==> src/rtl/histogram_readout.sv <==
`default_nettype none
// ============================================================================
//  Module      : histogram_readout
//  Description : Streams every bin of a histogram-chain memory out on a
//                valid/ready port after the collect window closes, and
//                optionally zeroes each bin once it has been transferred.
//  Revision    : 1.0 - initial release
// ============================================================================
module histogram_readout #(
    parameter int BINS          = 16,
    parameter int COUNT_W       = 16,
    parameter int CLEAR_ON_READ = 1,
    localparam int AW           = $clog2(BINS)
) (
    input  logic                  clk350,
    input  logic                  rstn,
    input  logic                  collect,
    output logic                  mem_rd_en,
    output logic [AW-1:0]         mem_rd_addr,
    input  logic [COUNT_W-1:0]    mem_rd_data,
    output logic                  mem_clr_we,
    output logic [AW-1:0]         mem_clr_addr,
    output logic                  m_valid,
    input  logic                  m_ready,
    output logic [COUNT_W-1:0]    m_data,
    output logic [AW-1:0]         m_bin,
    output logic                  m_last,
    output logic [COUNT_W+AW-1:0] total,
    output logic                  done,
    output logic                  busy,
    output logic                  overrun
);

    // The per-bin "next" step is folded into the transition out of OUT/CLR,
    // so a bin costs RD+LAT+OUT(+CLR) cycles.
    localparam logic [2:0] c_idle = 3'd0;
    localparam logic [2:0] c_rd   = 3'd1;
    localparam logic [2:0] c_lat  = 3'd2;
    localparam logic [2:0] c_out  = 3'd3;
    localparam logic [2:0] c_clr  = 3'd4;

    localparam logic [AW-1:0] c_last_bin = AW'(BINS - 1);

    logic [2:0]            state_q,        state_d;
    logic [AW-1:0]         idx_q,          idx_d;
    logic                  collect_q,      collect_d;
    logic                  mem_rd_en_q,    mem_rd_en_d;
    logic [AW-1:0]         mem_rd_addr_q,  mem_rd_addr_d;
    logic                  mem_clr_we_q,   mem_clr_we_d;
    logic [AW-1:0]         mem_clr_addr_q, mem_clr_addr_d;
    logic                  m_valid_q,      m_valid_d;
    logic [COUNT_W-1:0]    m_data_q,       m_data_d;
    logic [AW-1:0]         m_bin_q,        m_bin_d;
    logic                  m_last_q,       m_last_d;
    logic [COUNT_W+AW-1:0] total_q,        total_d;
    logic                  done_q,         done_d;
    logic                  busy_q,         busy_d;
    logic                  overrun_q,      overrun_d;

    logic start;
    logic collect_rise;
    logic advance;

    assign start        = (state_q == c_idle) && collect_q && !collect;
    assign collect_rise = !collect_q && collect;

    // Next-state and registered-output computation for the readout sequencer.
    always_comb begin
        state_d        = state_q;
        idx_d          = idx_q;
        collect_d      = collect;
        mem_rd_en_d    = 1'b0;
        mem_rd_addr_d  = mem_rd_addr_q;
        mem_clr_we_d   = 1'b0;
        mem_clr_addr_d = mem_clr_addr_q;
        m_valid_d      = m_valid_q;
        m_data_d       = m_data_q;
        m_bin_d        = m_bin_q;
        m_last_d       = m_last_q;
        total_d        = total_q;
        done_d         = 1'b0;
        busy_d         = busy_q;
        overrun_d      = overrun_q;
        advance        = 1'b0;

        // A new window opening during a readout is flagged but not acted on.
        if (busy_q && collect_rise) begin
            overrun_d = 1'b1;
        end

        case (state_q)
            c_idle: begin
                if (start) begin
                    idx_d         = '0;
                    total_d       = '0;
                    overrun_d     = 1'b0;
                    busy_d        = 1'b1;
                    mem_rd_en_d   = 1'b1;
                    mem_rd_addr_d = '0;
                    state_d       = c_rd;
                end
            end
            c_rd: begin
                state_d = c_lat;
            end
            c_lat: begin
                m_data_d  = mem_rd_data;
                m_bin_d   = idx_q;
                m_last_d  = (idx_q == c_last_bin);
                m_valid_d = 1'b1;
                state_d   = c_out;
            end
            c_out: begin
                if (m_ready) begin
                    m_valid_d = 1'b0;
                    total_d   = total_q + {{AW{1'b0}}, m_data_q};
                    if (CLEAR_ON_READ != 0) begin
                        mem_clr_we_d   = 1'b1;
                        mem_clr_addr_d = idx_q;
                        state_d        = c_clr;
                    end else begin
                        advance = 1'b1;
                    end
                end
            end
            c_clr: begin
                advance = 1'b1;
            end
            default: begin
                state_d = c_idle;
            end
        endcase

        // Move to the next bin, or finish after the last one.
        if (advance) begin
            if (idx_q == c_last_bin) begin
                done_d  = 1'b1;
                busy_d  = 1'b0;
                state_d = c_idle;
            end else begin
                idx_d         = idx_q + AW'(1);
                mem_rd_en_d   = 1'b1;
                mem_rd_addr_d = idx_q + AW'(1);
                state_d       = c_rd;
            end
        end
    end

    // State and output registers; reset drops everything to zero at once.
    always_ff @(posedge clk350 or negedge rstn) begin
        if (!rstn) begin
            state_q        <= c_idle;
            idx_q          <= '0;
            collect_q      <= 1'b0;
            mem_rd_en_q    <= 1'b0;
            mem_rd_addr_q  <= '0;
            mem_clr_we_q   <= 1'b0;
            mem_clr_addr_q <= '0;
            m_valid_q      <= 1'b0;
            m_data_q       <= '0;
            m_bin_q        <= '0;
            m_last_q       <= 1'b0;
            total_q        <= '0;
            done_q         <= 1'b0;
            busy_q         <= 1'b0;
            overrun_q      <= 1'b0;
        end else begin
            state_q        <= state_d;
            idx_q          <= idx_d;
            collect_q      <= collect_d;
            mem_rd_en_q    <= mem_rd_en_d;
            mem_rd_addr_q  <= mem_rd_addr_d;
            mem_clr_we_q   <= mem_clr_we_d;
            mem_clr_addr_q <= mem_clr_addr_d;
            m_valid_q      <= m_valid_d;
            m_data_q       <= m_data_d;
            m_bin_q        <= m_bin_d;
            m_last_q       <= m_last_d;
            total_q        <= total_d;
            done_q         <= done_d;
            busy_q         <= busy_d;
            overrun_q      <= overrun_d;
        end
    end

    assign mem_rd_en    = mem_rd_en_q;
    assign mem_rd_addr  = mem_rd_addr_q;
    assign mem_clr_we   = mem_clr_we_q;
    assign mem_clr_addr = mem_clr_addr_q;
    assign m_valid      = m_valid_q;
    assign m_data       = m_data_q;
    assign m_bin        = m_bin_q;
    assign m_last       = m_last_q;
    assign total        = total_q;
    assign done         = done_q;
    assign busy         = busy_q;
    assign overrun      = overrun_q;

endmodule
`default_nettype wire

==> config.mk <==
export PLATFORM = sky130hd
export DESIGN_NAME = histogram_readout
export DESIGN_NICKNAME = d
export VERILOG_FILES = /design/src/rtl/histogram_readout.sv
export SDC_FILE = /design/constraint.sdc
export NUM_CORES = 1
export LEC_CHECK = 0
export CORE_MARGIN = 2
export CORE_UTILIZATION = 54
export DETAILED_ROUTE_END_ITERATION = 8
export PLACE_DENSITY = 0.85
export SYNTH_ARGS = -nofsm -noshare
export SYNTH_HDL_FRONTEND = slang
export SYNTH_SLANG_ARGS = --single-unit
==> constraint.sdc <==
create_clock -name clk350 -period 5.42 [get_ports clk350]
set_clock_uncertainty 0.15 [all_clocks]
set_input_delay 1.084 -clock clk350 [delete_from_list [all_inputs] [get_ports clk350]]
set_output_delay 1.084 -clock clk350 [all_outputs]
set_load 0.01 [all_outputs]
==> impl_results.md <==
* Top Family by Delay on Critical Path: simple AND/OR/NAND/NOR gates
* Post-DRT Antenna Nets at 0
* Final Cycle Share at 69.2%
* Port buffer count at 74
* Routed wl met3 at 494 um
* Syn nets at around 340
* Max-cap viol count at 0
* Layout Utilization at 72.5%
* Worst Hold End: overrun$_DFF_PN0_
* CP cell instances: clkdlybuf4s50_1, nand3_1, or2_1, inv_2, nor2_1, nand2_1, o311ai_0, or3_1
* Largest cells by area after synthesis: dfrtp_1 (49%), ha_1 (6.6%), nand2_1 (4.3%), mux2_2 (4.2%), mux2_1 (2.8%)
* Pint at 1660 uW
* Clock buffer depth at 2
* WL met2 at 3760 um
* Syn Inst Count at 299
* Minimum clock period at 3750 ps
* Die H at 81.1 um
* CORE AREA at 5820 um2
* Area grow syn2layout at 31.4%
* Crit-path max cell delay at 860 ps
* Critical Path AT at 3880 ps
* Worst hold path class: flip-flop to flip-flop
* Max transition margin at between 30% and 40%
* Number of global-route vias before repair at about 2600
* Combinational Power Share at 56.2%
* Setup TNS at 0 ps
* Hold-fix buffer count after cts at 0
* Post-Route WL at about 7600 um
* Antenna violations before repair at 0
* Sw Ratio at 41.0%
* Synth Area per Inst at 10.7 um2
* Synth Flop Type: dfrtp_1
* Worst path required time at 5550 ps
* Rows at 28
* Die area at 6570 um2
* Setup Viol. Count Final at 0
* Slew @ Worst Pin at 1030 ps
* Chip Width at a little over 80 um
* Synth async-reset ratio at 100%
* Vias/cell at 5.84
* HPWL Detailed at 5370 um
* Pin count of the biggest net entering global routing at 64
* Outcome: complete, no violations
* Top Ports at 75
* Synth top area share at 49.1%
* Achievable Freq at about 0.27 GHz
* Critical path class: input pin to flip-flop
* Yosys reg bits at 63
* Starting Density at 55.2%
* Crit path capture type: flip-flop
* Final WS setup at roughly 1700 ps
* HP Start: collect_q$_DFF_PN0_
* CTS resizes at 0
* Power share of the clock group at ~14%
* # Post-CTS Setup Buffers at 0
* Final Max Tran Viols at 0
* Post-synth cell types at 49
* Startpoint types: input pin
* Final hold violations at 0
* Via Count at 2667
* Nets at just over 400
* Max VDD drop at 0.319 mV
* GR Util All Layers at 24.8%
* Synthesized cell area at 3210 um2
* CTS tree: done
* RSZ-0062 raised after global routing: no
* CP max stage cell: nor2_1
* N_diodes at 0
* Reg2Reg Setup Slack at 2430 ps
* Reg2reg end: total[15]$_DFFE_PN0P_
* Worst r2r src: state_q[2]$_DFFE_PN0P_
* First-pass DRT Iterations at 4
* GPL Wtd Cong at 0.848
* Violation count after the first detailed-route iteration at about 190
* Worst Reg-to-Reg Cells at 6
* Clk_lat worst skew at 340 ps
* Num Clock Sinks at 63
* DR top layer: met4
* Hold Crit Depth at 1
* Pleak at 0.00188 uW
* PwrDens at 668 nW/um2
* # DRC at 0
* CTS root buffer: clkbuf_8
* Crit-path max FO at 20
* CTS clk-pin slew, worst paths at 70 ps
* Number of enable flip-flop cells after synthesis at 0
* Register share of total power at 29.3%
* Register area share after synthesis at approximately 49%
* Post-synth top area cell: dfrtp_1
* WL met1 at 3160 um
* Synth Warn # at 0
* Layout cell share with drive strength beyond 1 at a little over a tenth
* Post-place setup slack at between 1000 and 1500 ps
* CP bufs+invs at 2
* First-pass GRT wire length at between 10000 and 15000 um
* Sw power at 1150 uW
* Gr ovfl total at 0
* Drt wl/cell at 16.6 um
* CTS H-tree lvls at 3
* Num CTS Buffers at 9
power by group through the flow:
| stage | Sequential (uW) | Combinational [uW] | Clock (uW) |
|---|---|---|---|
| final | 826 | 1580 | 407 |
| after global routing | 852 | 1730 | 436 |
| after CTS | 826 | 1580 | 414 |
| after detailed placement | 834 | 1570 | 0 |
| after global placement | 826 | 1510 | 0 |
| after floorplan | 868 | 947 | 0 |
kinds of logic after synthesis:
family / count (synthesis) / synth area share, %
AOI/OAI and AO/OA: 79 / 17.4
xor gates and xnor gates: 12 / 3.28
adders and majority gates: 18 / 7.25
buffers and inverters: 15 / 1.99
DFF: 63 / 49.1
muxes: 25 / 8.58
and+or+nand+nor: 87 / 12.3
state kept, by name (all words and copies together), names as in the netlist:
register / count
busy: 1
collect_q: 1
done: 1
idx_q: 4
m_bin: 4
m_data: 16
m_last: 1
m_valid: 1
mem_clr_addr: 4
mem_clr_we: 1
mem_rd_addr: 4
mem_rd_en: 1
overrun: 1
state_q: 3
total: 20
synth_stat cells (3+ instances only):
cell      instances
xnor2_1           6
nand2b_1          5
buf_2             6
nand2_1          37
clkbuf_1          3
inv_1             5
a22o_1            5
a21oi_1          13
a21o_1            6
nor2_1           20
o21ai_0          16
dfrtp_1          63
o21ai_1           8
xor2_1            6
mux2_2           12
a211oi_1          3
mux2_1            8
ha_1             17
mux2i_1           5
nand3_1           8
o21a_1            6
nand4_1           4
worst reg2reg max path, delay by kind of cell (launching register included):
kind | cells | cell delay [ps]
buf+inv | 1 | 350
compound gates | 1 | 130
flops | 1 | 500
simple gates | 4 | 1800
layout by cell type, fill, tap and decap left out, types with 3 or more instances in the layout:
| cell | n |
|---|---|
| nand4_1 | 4 |
| clkinv_2 | 3 |
| a211oi_1 | 3 |
| o21ai_0 | 16 |
| a21oi_1 | 13 |
| inv_1 | 5 |
| nor2_1 | 20 |
| xnor2_1 | 6 |
| o21ai_1 | 8 |
| o21a_1 | 6 |
| ha_1 | 17 |
| mux2_1 | 8 |
| nand2_1 | 37 |
| a21o_1 | 6 |
| nand2b_1 | 5 |
| clkdlybuf4s50_1 | 73 |
| nand3_1 | 8 |
| mux2_2 | 12 |
| xor2_1 | 6 |
| dfrtp_1 | 63 |
| mux2i_1 | 5 |
| a22o_1 | 5 |
| clkbuf_8 | 10 |
metal layers:
layer,vias to the layer above,GRT usage [%]
li1,1248,-
met1,1305,31.0
met4,0,9.83
met2,94,40.7
met3,20,7.00
met5,-,0
stage by stage:
step / hold slack, ps / power, uW / cells / cell area [um2]
CTS: 313 / 2820 / 457 / 4210
global placement: 295 / 2330 / 441 / 4020
global route: 337 / 3020 / 457 / 4210
finish: 306 / 2820 / 457 / 4210
floorplan: 286 / 1820 / 299 / 3210
detailed placement: 303 / 2400 / 441 / 4020
final cells by class:
type / instances / area [um2]
Clock inverter: 6 / 60.1
Sequential cell: 63 / 1580
Clock buffer: 10 / 138
Timing Repair Buffer: 76 / 751
Multi-Input combinational cell: 221 / 1570
Fill cell: 441 / 1600
Inverter: 6 / 22.5
Tap cell: 75 / 93.8
worst max path at each step:
| stage | from | to | slack (ps) | cells after the start |
|---|---|---|---|---|
| after floorplan | m_data[0]$_DFFE_PN0P_ | total[14]$_DFFE_PN0P_ | 2870 | 8 |
| after global placement | m_ready | total[15]$_DFFE_PN0P_ | 1550 | 8 |
| after detailed placement | m_ready | total[15]$_DFFE_PN0P_ | 1390 | 8 |
| after CTS | m_ready | total[15]$_DFFE_PN0P_ | 1730 | 8 |
| after global routing | m_ready | total[15]$_DFFE_PN0P_ | 1520 | 8 |
| final | m_ready | total[15]$_DFFE_PN0P_ | 1670 | 8 |
Power figures use the tool's default switching activity.
==> variant (config.mk and constraints unchanged) <==
Make the reset (`rstn`) synchronous in one clocked block.
--- a/src/rtl/histogram_readout.sv
+++ b/src/rtl/histogram_readout.sv
@@ -147,7 +147,7 @@
     end
 
     // State and output registers; reset drops everything to zero at once.
-    always_ff @(posedge clk350 or negedge rstn) begin
+    always_ff @(posedge clk350) begin
         if (!rstn) begin
             state_q        <= c_idle;
             idx_q          <= '0;
Formal check against the unedited RTL: differs if rstn is asserted again (counterexample within 4 cycles, from zero or initial values and one cycle with rstn low); with rstn held inactive, the same outputs for 10 cycles.
==> variant against the original RTL <==
- design area grew 0.71%
- worst setup slack gained 960 ps
- first-iteration DRC count shrank 29%
- sequential cell count is the same
- area after synthesis grew 2.0%
- routed wire length grew 3.3%
Power is not compared: it rests on default switching activity, and its combinational part moved more than twofold at a synthesized area within 25%.
==> variant: results (changes against the original RTL) <==
- Drt initial violations: 136 (-29%)
- Port bufs: 74 (unchanged)
- Post-synthesis adder-cell area fraction: 7.110% (-0.14 points)
- Post-Synth XOR/XNOR Area: 4.014% (+0.74 points)
- Slew HR: 53.78% (+23 points)
- Routed via count: 2,961 (+11%)
- Post-synthesis sequential area ratio: 38.53% (-11 points)
- Met3 Usage GRT: 5.165% (-1.8 points)
- Crit path DAT: 2870 ps (-1010 ps)
- Synth Net Count: 424 (+26%)
- HPWL after detailed placement: 5.614 mm (+4.6%)
- Prevailing post-synth register cell: dfxtp_1
- Compound-Gate Fraction of Synth Area: 21.67% (+4.2 points)
- Antenna diodes: 0 (unchanged)
- Leading post-synthesis cells by cell area: dfxtp_1 39%, nand2_1 9.5%, a21boi_0 7.8%, ha_1 6.5%, o21ai_0 2.6%
- RePlAce Congestion: 0.9488 (+12%)
- Hold WC Path Type: flop to flop
- Grt met1 use: 29.32% (-1.7 points)
- Nets: 494 (+19%)
- Status: complete, no violations
- Clock root buffer: clkbuf_8
- Fin Hold WS: 321.6 ps (+15.20 ps)
- VDD IR-drop max: 0.0001748 V
- Post-CTS setup buffer count: 0 (unchanged)
- GRT Total Usage: 24.71% (-0.044 points)
- Asr flop ratio synth: 0% (-100 points)
- Largest net degree at the start of global routing: 51 (-20%)
- First-pass GRT wire length: 12.68 mm (+3.7%)
- R2R Setup Slk: 3030 ps (+600 ps)
- Grt ovf: 0 (unchanged)
- # fillers: 459 (+4.1%)
- DRT Wirelength: 7.822 mm (+3.3%)
- Synth cell types: 55 (+12%)
- Worst-path maximum fanout: 10 (-50%)
- H-tree levels: 3 (unchanged)
- Yosys warns: 0 (unchanged)
- Clock transition at the registers of the reported paths: 70 ps (about the same)
- Vias in the first global route: 2,868 (+10%)
- Register-to-Register Path Depth: 8 (+2)
- Hold path cells: 2 (+1)
- Met2 Usage GRT: 41.95% (+1.3 points)
- Post-synthesis mux area share: 1.223% (-7.4 points)
- Initial antenna violation count: 0 (unchanged)
- Commonest cells post-synth: 83 x nand2_1, 63 x dfxtp_1, 34 x a21boi_0
- Layout cell share with drive strength beyond 1: 9.328% (-1.7 points)
==> variant: per-layer routing <==
metal  vias to the layer above  share of wire [%]
li1                       1472                  -
met1                      1374                 43
met2                        90                 49
met3                        25                5.0
met4                         0                3.0
met5                         -                  0
==> variant: cell type report <==
class                           instances  share of cell area [%]
Clock inverter                          5                   1.327
Sequential cell                        63                   29.72
Tap cell                               75                   2.211
Multi-Input combinational cell        299                   44.66
Clock buffer                           11                   3.567
Timing Repair Buffer                   77                   17.98
Inverter                                6                  0.5307
==> variant: kinds of logic after synthesis <==
kind of cell / after synthesis
compound gates: 98
xor+xnor: 15
fa+ha+maj: 18
buf+inv: 24
flops: 63
mux: 4
simple gates: 164
==> variant: final timing paths <==
check | end | start
worst max-delay path | total[15] | collect
worst min-delay path | m_valid | m_valid
worst max register to register | total[18] | m_data[0]
worst min register to register | m_valid | m_valid
==> variant: metrics by stage <==
stage	cells	utilization (%)	cell area, sq um	worst slack (ps)
3_3_place_gp	520	68.58	4036	2342
2_1_floorplan	386	-	3273	3026
5_1_grt	536	72.11	4244	2550
3_5_place_dp	520	68.58	4036	2282
4_1_cts	536	72.11	4244	2654
6_report	536	72.11	4244	2634
==> variant: where the power goes <==
part	total, W	switching, W	internal, W
registers	0.000492	0.0000145	0.000477
clock network	0.000424	0.000188	0.000236
logic	0.000134	0.0000710	0.0000626
total	0.00105	0.000273	0.000776
==> variant: worst max-delay path, cell delays in order <==
cell             delay (ps)
clkdlybuf4s50_1         440
nand2b_1                200
or4_1                   650
nand2_4                 200
nor2_2                  100
a21oi_1                 150
nand2_1                  60
